$ cat config.mk
export PLATFORM = sky130hd
export DESIGN_NAME = sdram_port_arbiter
export DESIGN_NICKNAME = d
export VERILOG_FILES = /design/src/rtl/sdram_arb_pkg.sv /design/src/rtl/sat_counter.sv /design/src/rtl/sdram_port_arbiter.sv
export SDC_FILE = /design/constraint.sdc
export NUM_CORES = 1
export LEC_CHECK = 0
export BUFFER_PORTS_ARGS = -buffer_cell sky130_fd_sc_hd__buf_2
export CAP_MARGIN = 5
export CORE_ASPECT_RATIO = 0.7
export CORE_MARGIN = 5
export CORE_UTILIZATION = 30
export DETAILED_ROUTE_END_ITERATION = 16
export PLACE_DENSITY_LB_ADDON = 0.25
export SKIP_LAST_GASP = 1
export SYNTH_ARGS = -nofsm -noshare
export SYNTH_HDL_FRONTEND = slang
export SYNTH_SLANG_ARGS = --single-unit
$ cat constraint.sdc
create_clock -name iCLK -period 1.7 [get_ports iCLK]
set_input_delay 0.34 -clock iCLK [delete_from_list [all_inputs] [get_ports iCLK]]
set_output_delay 0.34 -clock iCLK [all_outputs]
set_load 0.01 [all_outputs]
$ cat src/rtl/sdram_arb_pkg.sv
// sdram_arb_pkg: grant-state encoding, grant codes and default widths shared by the
// SDRAM port arbiter and its interface.
package sdram_arb_pkg;
    localparam int DEF_ADDR_W = 25;
    localparam int DEF_DATA_W = 16;
    localparam logic [1:0] GNT_NONE = 2'b00;
    localparam logic [1:0] GNT_RD   = 2'b01;
    localparam logic [1:0] GNT_WR   = 2'b10;
    // State values double as the oGRANT code so the grant output is the state register itself.
    typedef enum logic [1:0] {
        IDLE     = GNT_NONE,
        GRANT_RD = GNT_RD,
        GRANT_WR = GNT_WR
    } state_e;
endpackage

$ cat src/rtl/sat_counter.sv
// sat_counter: up/down counter that saturates at 0 and at max_i; clr_i wins, inc+dec together hold.
module sat_counter #(
    parameter int W = 4
) (
    input  logic         clk,
    input  logic         rst,
    input  logic         clr_i,
    input  logic         inc_i,
    input  logic         dec_i,
    input  logic [W-1:0] max_i,
    output logic [W-1:0] cnt_o
);
    logic [W-1:0] cnt_q, cnt_d;

    always_comb
        cnt_d = clr_i ? '0
              : (inc_i && !dec_i && cnt_q < max_i) ? cnt_q + 1'b1
              : (dec_i && !inc_i && cnt_q != '0) ? cnt_q - 1'b1
              : cnt_q;

    always_ff @(posedge clk or posedge rst)
        if (rst) cnt_q <= '0;
        else cnt_q <= cnt_d;

    assign cnt_o = cnt_q;
endmodule

$ cat src/rtl/sdram_port_arbiter.sv
// sdram_port_arbiter: shares one SDRAM controller port between a reader and a writer,
// with bounded bursts per owner and a cap on outstanding reads.
module sdram_port_arbiter
    import sdram_arb_pkg::*;
#(
    parameter int ADDR_W         = DEF_ADDR_W,
    parameter int DATA_W         = DEF_DATA_W,
    parameter int MAX_PENDING    = 8,
    parameter int RD_BURST_LIMIT = 32,
    parameter int WR_BURST_LIMIT = 32
) (
    input  logic              iCLK,
    input  logic              iRST,
    input  logic              iRD_EN,
    input  logic [ADDR_W-1:0] iRD_ADDR,
    output logic              oRD_WAIT_REQUEST,
    output logic [DATA_W-1:0] oRD_DATA,
    output logic              oRD_DATAVALID,
    input  logic              iWR_EN,
    input  logic [ADDR_W-1:0] iWR_ADDR,
    input  logic [DATA_W-1:0] iWR_DATA,
    output logic              oWR_WAIT_REQUEST,
    output logic [ADDR_W-1:0] oSDRAM_ADDR,
    output logic              oSDRAM_READ_N,
    output logic              oSDRAM_WRITE_N,
    output logic [DATA_W-1:0] oSDRAM_WRITEDATA,
    input  logic              iSDRAM_WAIT_REQUEST,
    input  logic [DATA_W-1:0] iSDRAM_READDATA,
    input  logic              iSDRAM_READDATAVALID,
    output logic [1:0]        oGRANT,
    output logic [3:0]        oPENDING
);
    localparam int BL = (RD_BURST_LIMIT > WR_BURST_LIMIT) ? RD_BURST_LIMIT : WR_BURST_LIMIT;
    localparam int BW = $clog2(BL + 1);

    state_e        state_q, state_d;
    logic [3:0]    pend_cnt;
    logic [BW-1:0] burst_cnt;
    logic          in_rd, in_wr, pend_ok, acc_rd, acc_wr, rd_last, wr_last;

    assign in_rd   = state_q == GRANT_RD;
    assign in_wr   = state_q == GRANT_WR;
    assign pend_ok = pend_cnt < 4'(MAX_PENDING);
    assign acc_rd  = in_rd && iRD_EN && pend_ok && !iSDRAM_WAIT_REQUEST;
    assign acc_wr  = in_wr && iWR_EN && !iSDRAM_WAIT_REQUEST;
    // The command accepted this cycle is the last of the burst once the count sits at limit-1 or above.
    assign rd_last = burst_cnt >= BW'(RD_BURST_LIMIT - 1);
    assign wr_last = burst_cnt >= BW'(WR_BURST_LIMIT - 1);

    assign oSDRAM_READ_N    = !(in_rd && iRD_EN && pend_ok);
    assign oSDRAM_WRITE_N   = !(in_wr && iWR_EN);
    assign oRD_WAIT_REQUEST = !(in_rd && pend_ok && !iSDRAM_WAIT_REQUEST);
    assign oWR_WAIT_REQUEST = !(in_wr && !iSDRAM_WAIT_REQUEST);
    assign oSDRAM_ADDR      = in_wr ? iWR_ADDR : iRD_ADDR;
    assign oSDRAM_WRITEDATA = iWR_DATA;
    assign oRD_DATA         = iSDRAM_READDATA;
    assign oRD_DATAVALID    = iSDRAM_READDATAVALID;
    assign oGRANT           = state_q;
    assign oPENDING         = pend_cnt;

    // A switch away from an owner only happens on an accepted command, so a stalled one keeps the grant.
    always_comb begin
        state_d = state_q;
        unique case (state_q)
            IDLE:     state_d = iRD_EN ? GRANT_RD : (iWR_EN ? GRANT_WR : IDLE);
            GRANT_RD: state_d = !iRD_EN ? IDLE : ((acc_rd && rd_last && iWR_EN) ? GRANT_WR : GRANT_RD);
            GRANT_WR: state_d = !iWR_EN ? IDLE : ((acc_wr && wr_last && iRD_EN) ? GRANT_RD : GRANT_WR);
            default:  state_d = IDLE;
        endcase
    end

    always_ff @(posedge iCLK or posedge iRST)
        if (iRST) state_q <= IDLE;
        else state_q <= state_d;

    sat_counter #(.W(4)) u_pending (
        .clk   (iCLK),
        .rst   (iRST),
        .clr_i (1'b0),
        .inc_i (acc_rd),
        .dec_i (iSDRAM_READDATAVALID),
        .max_i (4'(MAX_PENDING)),
        .cnt_o (pend_cnt)
    );

    sat_counter #(.W(BW)) u_burst (
        .clk   (iCLK),
        .rst   (iRST),
        .clr_i (state_d != state_q),
        .inc_i (acc_rd || acc_wr),
        .dec_i (1'b0),
        .max_i (in_wr ? BW'(WR_BURST_LIMIT) : BW'(RD_BURST_LIMIT)),
        .cnt_o (burst_cnt)
    );
endmodule

==> reports/results.ini, run 1 <==
[run_status]
outcome=finished with violations
failed_checks=negative setup slack

[finish]
seq_area_sq_um=302
drive_gt1_share_pct=75.2
nets=311
n_antenna_cell=0
multi_input_area_sq_um=897
nFillCells=399
final_common_cell=buf_2
areaGrowthSynthToFinish_pct=56.2
fin_cells=273
layout_common_cells=buf_2, buf_6, mux2_4

[sta]
finalCritPeriodShare_pct=112
layout_setup_ws_ps=-202
setup_viol=29
relSlewSlack_pct=67.9
fmax_mhz=526
fin_setup_tns_ps=-4820
rsz0062_at_grt=yes
hold_ws_ps=102
finalHoldViolCount=0
fin_worst_skew_ps=5.41
worstMarginPinSlew_ps=481
slew_violations=0
fin_crit_ps=1900

[route]
avgViaCountPerCell=4.64
dr.first_iter.drc_count=22
drc_errors=0
postRouteWirelength_mm=4.38
num_vias=1266
dr.pass1.iters=2
postRouteAntennaNets=0
avgRoutedWirePerCell_um=16.0

[clock_network]
numCtsBuffers=3
numClockSinks=12
clkTransAtPathRegs_ps=60
cts.path.max_buffers=2
cts_tree=built
cts_htree_levels=1
cts_root_buf=clkbuf_8
clk_latency_ps=250

[pwr]
power_uw=1530
powerDensity_mw_per_mm2=723
leakagePower_uw=0.00110
ir_drop_mv=0.389

[synth]
syn_avg_cell_area_sq_um=9.85
syn_nets=230
synth_area_leaders=dfrtp_1, buf_4, mux2_2
synth-seq-area-share_pct=22.1
ys_warn_count=0
netlist.area_leader.share_pct=22.1
synth-seq-cells=12
synthCells=138
synthDistinctLibCells=43
synth_area_sq_mm=0.00136
yosys.area.top_type=dfrtp_1

[critical_path]
ff2ff_setup_slack_ps=-130
rr_endpoint=u_pending.cnt_o[2]
crit_arrival_ps=1560
cp-end-kind=primary output
start_kind=register
worst-setup-path-type=reg2out
rr_worst_depth=7
crit_fanout=5
timing.rr.start=oGRANT[0]
required_ps=1360

[placement]
dp_hpwl_mm=3.24
io_buffers=91
dp_slack_ps=-58.5
dpl.cell_count=261
gp_congestion=0.803

[global_route]
grt_pass1_vias=1288
grt_pass1_wl_mm=6.22
grt_max_degree=13
antenna_found_initial=0
overflow=0
grt_use_total_pct=12.7

[min_path]
hp-class=in2async

[floorplanning]
core_sq_mm=0.00435
num_rows=20
die_w_um=90.4
pin_count=156
die-area_sq_mm=0.00600
initial_utilization_pct=31.2
die_h_um=66.3

[job]
drv_cap=0

power breakdown:
part,internal [uW],switching [uW],total [uW]
logic,498,363,861
clock network,166,111,277
registers,344,51.5,396
total,1010,526,1530
sequential cells by signal, indices dropped and copies added, names as in the netlist:
name             cells
u_pending.cnt_o      4
oGRANT               2
u_burst.cnt_o        6
synth_stat cells (all sizes together):
| master | count |
|---|---|
| nand4 | 1 |
| dfrtp | 12 |
| o21ai | 3 |
| a21oi | 2 |
| and3 | 2 |
| o211ai | 4 |
| or3 | 1 |
| a211oi | 1 |
| nor3b | 2 |
| nor2 | 5 |
| nand2b | 3 |
| xnor2 | 3 |
| ha | 3 |
| nand2 | 1 |
| a41o | 1 |
| nand3 | 2 |
| a21boi | 1 |
| xor2 | 4 |
| a31oi | 2 |
| a211o | 1 |
| a21o | 1 |
| mux2i | 1 |
| nor2b | 1 |
| o41ai | 1 |
| nor3 | 4 |
| buf | 36 |
| and3b | 3 |
| inv | 7 |
| fa | 1 |
| a2bb2oi | 1 |
| mux2 | 27 |
| and4bb | 1 |
worst max path at each step:
| stage | from | end | slack, ps | depth (start not counted) |
|---|---|---|---|---|
| 3_5_place_dp | iRD_EN | u_pending.cnt_o[3] | -60 | 9 |
| 3_3_place_gp | iRD_EN | u_pending.cnt_o[3] | -30 | 9 |
| 5_1_grt | oGRANT[0] | oSDRAM_ADDR[24] | -240 | 5 |
| 2_1_floorplan | oGRANT[1] | u_pending.cnt_o[3] | -160 | 8 |
| 6_report | oGRANT[0] | oSDRAM_ADDR[9] | -200 | 5 |
| 4_1_cts | oGRANT[0] | oSDRAM_ADDR[17] | -180 | 5 |
worst max-delay path: stages, from the launching register on:
cell and delay (ps):
dfrtp_1 390, buf_6 120, nand2b_4 190, clkbuf_16 180
mux2_4 300, buf_6 120
cell type report:
cell class | instances | area share, %
clock buffer | 4 | 2.12
tap | 55 | 3.24
inverter | 7 | 1.36
timing repair buffer | 112 | 36.8
sequential | 12 | 14.2
multi-input combinational | 83 | 42.3
per-layer routing:
layer	GRT usage (%)	wire [um]	vias to the layer above
met4	5.76	116	0
met5	0	0	-
li1	-	-	620
met3	3.75	215	24
met1	14.8	1700	585
met2	21.6	2340	37
cell families after synthesis:
group	Yosys count	share of synthesized area (%)
adder cells (fa/ha/maj)	4	4.24
AO/OA/AOI/OAI	18	10.6
flip-flops	12	22.1
AND/OR/NAND/NOR	26	13.3
XOR/XNOR	7	4.51
multiplexers	28	23.7
buffers and inverters	43	21.6
repair_timing:
item	in CTS	in global routing
hold endpoints to repair	0	0
hold buffers	0	0
endpoints found under the setup margin	28	36
resized for setup	16	32
setup buffers	3	4
gates cloned	1	1
pin swaps	0	4
metrics by stage:
step | instance area (sq um) | utilization, %
after floorplan | 1360 | -
after global placement | 1730 | 39.7
after detailed placement | 1730 | 39.7
after CTS | 1910 | 43.8
after global routing | 2120 | 48.7
final | 2120 | 48.7
Note: power is estimated with default switching activity, not from simulation.
==> run 2, diff against run 1 <==
--- a/config.mk
+++ b/config.mk
@@ -8,8 +8,8 @@
 export BUFFER_PORTS_ARGS = -buffer_cell sky130_fd_sc_hd__buf_2
 export CAP_MARGIN = 5
 export CORE_ASPECT_RATIO = 0.7
-export CORE_MARGIN = 5
 export CORE_UTILIZATION = 30
+export CTS_BUF_LIST = sky130_fd_sc_hd__clkbuf_8 sky130_fd_sc_hd__clkbuf_16
 export DETAILED_ROUTE_END_ITERATION = 16
 export PLACE_DENSITY_LB_ADDON = 0.25
 export SKIP_LAST_GASP = 1
==> reports/results.ini, run 2 (synthesis gave the netlist of run 1 again) <==
[pwr]
powerDensity_mw_per_mm2=714
leakagePower_uw=0.00116
ir_drop_mv=0.327

[critical_path]
crit_path_frequent_cell=buf_6
path_cells=buf_6 -> nand2b_4 -> buf_6 -> clkbuf_16 -> mux2_4 -> buf_6
crit_fanout=6
crit_path_top_delay_cell=dfrtp_2
crit_buf_inv=4
crit_arrival_ps=1540
cp-end-kind=primary output
worst-setup-path-type=reg2out
slowest_delay_ps=410
required_ps=1360
cpLargestDelayFamily=buffers and inverters
start_kind=register

[sta]
finalCritPeriodShare_pct=111
fmax_mhz=531
relSlewSlack_pct=65.5
worstMarginPinSlew_ps=517
fin_worst_skew_ps=7.19
layout_setup_ws_ps=-185
rsz0062_at_grt=yes
hold_ws_ps=114
finalHoldViolCount=0
setup_viol=33
fin_crit_ps=1880
slew_violations=0

[floorplanning]
num_rows=20
die_w_um=82.4
core_sq_mm=0.00435
die_h_um=58.3
pin_count=156
initial_utilization_pct=31.2
die-area_sq_mm=0.00481

[placement]
dp_slack_ps=-46.9
dp_hpwl_mm=2.85
io_buffers=91
dpl_cell_area_sq_mm=0.00171
gp_congestion=0.753

[finish]
final_common_cell=buf_2
multi_input_area_sq_um=915
nFillCells=408
areaGrowthSynthToFinish_pct=62.2
layout_common_cells=buf_2, buf_6, mux2_4
seq_area_sq_um=302
final_area_sq_mm=0.00220
nets=314
drive_gt1_share_pct=76.5
n_antenna_cell=0
largest_register_ffs=6
fin_util_pct=50.6

[clock_network]
numClockSinks=12
cts.path.max_buffers=2
clk_latency_ps=250
hold_buffers=0
clkTransAtPathRegs_ps=60
cts_tree=built
cts_root_buf=clkbuf_8
numCtsBuffers=3
cts_htree_levels=1

[route]
postRouteAntennaNets=0
avgRoutedWirePerCell_um=16.0
avgViaCountPerCell=4.74
dr.first_iter.drc_count=49
num_vias=1308
dr.pass1.iters=4
drc_errors=0
postRouteWirelength_mm=4.41

[global_route]
grt_pass1_vias=1091
grt_max_degree=14
grt_use_total_pct=15.1
overflow=0
antenna_found_initial=0
grt_pass1_wl_mm=5.46

[run_status]
outcome=finished with violations
failed_checks=negative setup slack

[job]
drv_cap=0

[min_path]
hp-class=in2async

==> run 2: cell types whose count changed in the layout (fill, tap and decap cells not counted), sizes merged <==
cell	change
inv	+1
buf	+3
clkbuf	-1
==> run 2: where the power goes <==
part	total, uW	switching (uW)	leakage, uW	internal (uW)
Combinational	873	358	0.000974	515
Sequential	420	76.4	0.000154	343
Clock	281	121	0.0000269	160
Total	1570	556	0.00116	1020
==> run 2: path summary, 6_finish.rpt <==
kind                                            to  depth (start not counted)  slack (ps)        startpoint
worst max-delay path               oSDRAM_ADDR[23]                          6        -180         oGRANT[1]
worst min-delay path                     oGRANT[0]                          2         110              iRST
worst max register to register  u_pending.cnt_o[2]                          7        -120         oGRANT[0]
worst min register to register    u_burst.cnt_o[5]                          2         570  u_burst.cnt_o[5]
max in group asynchronous                oGRANT[1]                          2        1210              iRST
min in group iCLK                        oGRANT[0]                          3         510            iRD_EN
==> run 2: timing repair <==
item                                    4_1_cts  5_1_grt
endpoints found under the setup margin       29       37
resized for setup                             9       54
buffers inserted                              8        5
cloned                                        2        1
pin swaps                                     4       10
==> run 2: cell type report <==
type	count	share of cell area [%]
tap	55	3.12
multi-input combinational	83	41.5
inverter	7	1.31
clock buffer	3	1.87
clock inverter	1	0.170
timing repair buffer	115	38.4
sequential	12	13.7
==> run 2: metal layers <==
| metal | vias to the layer above | track usage (%) | routed length [um] |
|---|---|---|---|
| li1 | 621 | - | - |
| met5 | - | 0 | 0 |
| met1 | 646 | 22.8 | 1990 |
| met2 | 33 | 20.9 | 2260 |
| met4 | 0 | 3.51 | 21 |
| met3 | 8 | 4.03 | 142 |
==> run 2: worst register-to-register path, delay by kind of cell (launching register included) <==
family / cells / cell delay [ps]
buffers and inverters: 2 / 170
XOR/XNOR: 1 / 150
flip-flops: 1 / 360
AND/OR/NAND/NOR: 2 / 400
multiplexers: 1 / 260
adder cells (fa/ha/maj): 1 / 370
==> run 2: through the flow <==
step,instances,total power [uW],TNS (ps)
global route,276,1670,-6280
global placement,258,1100,-62.5
floorplan,138,888,-397
detailed placement,258,1110,-112
CTS,272,1480,-5180
finish,276,1570,-4450
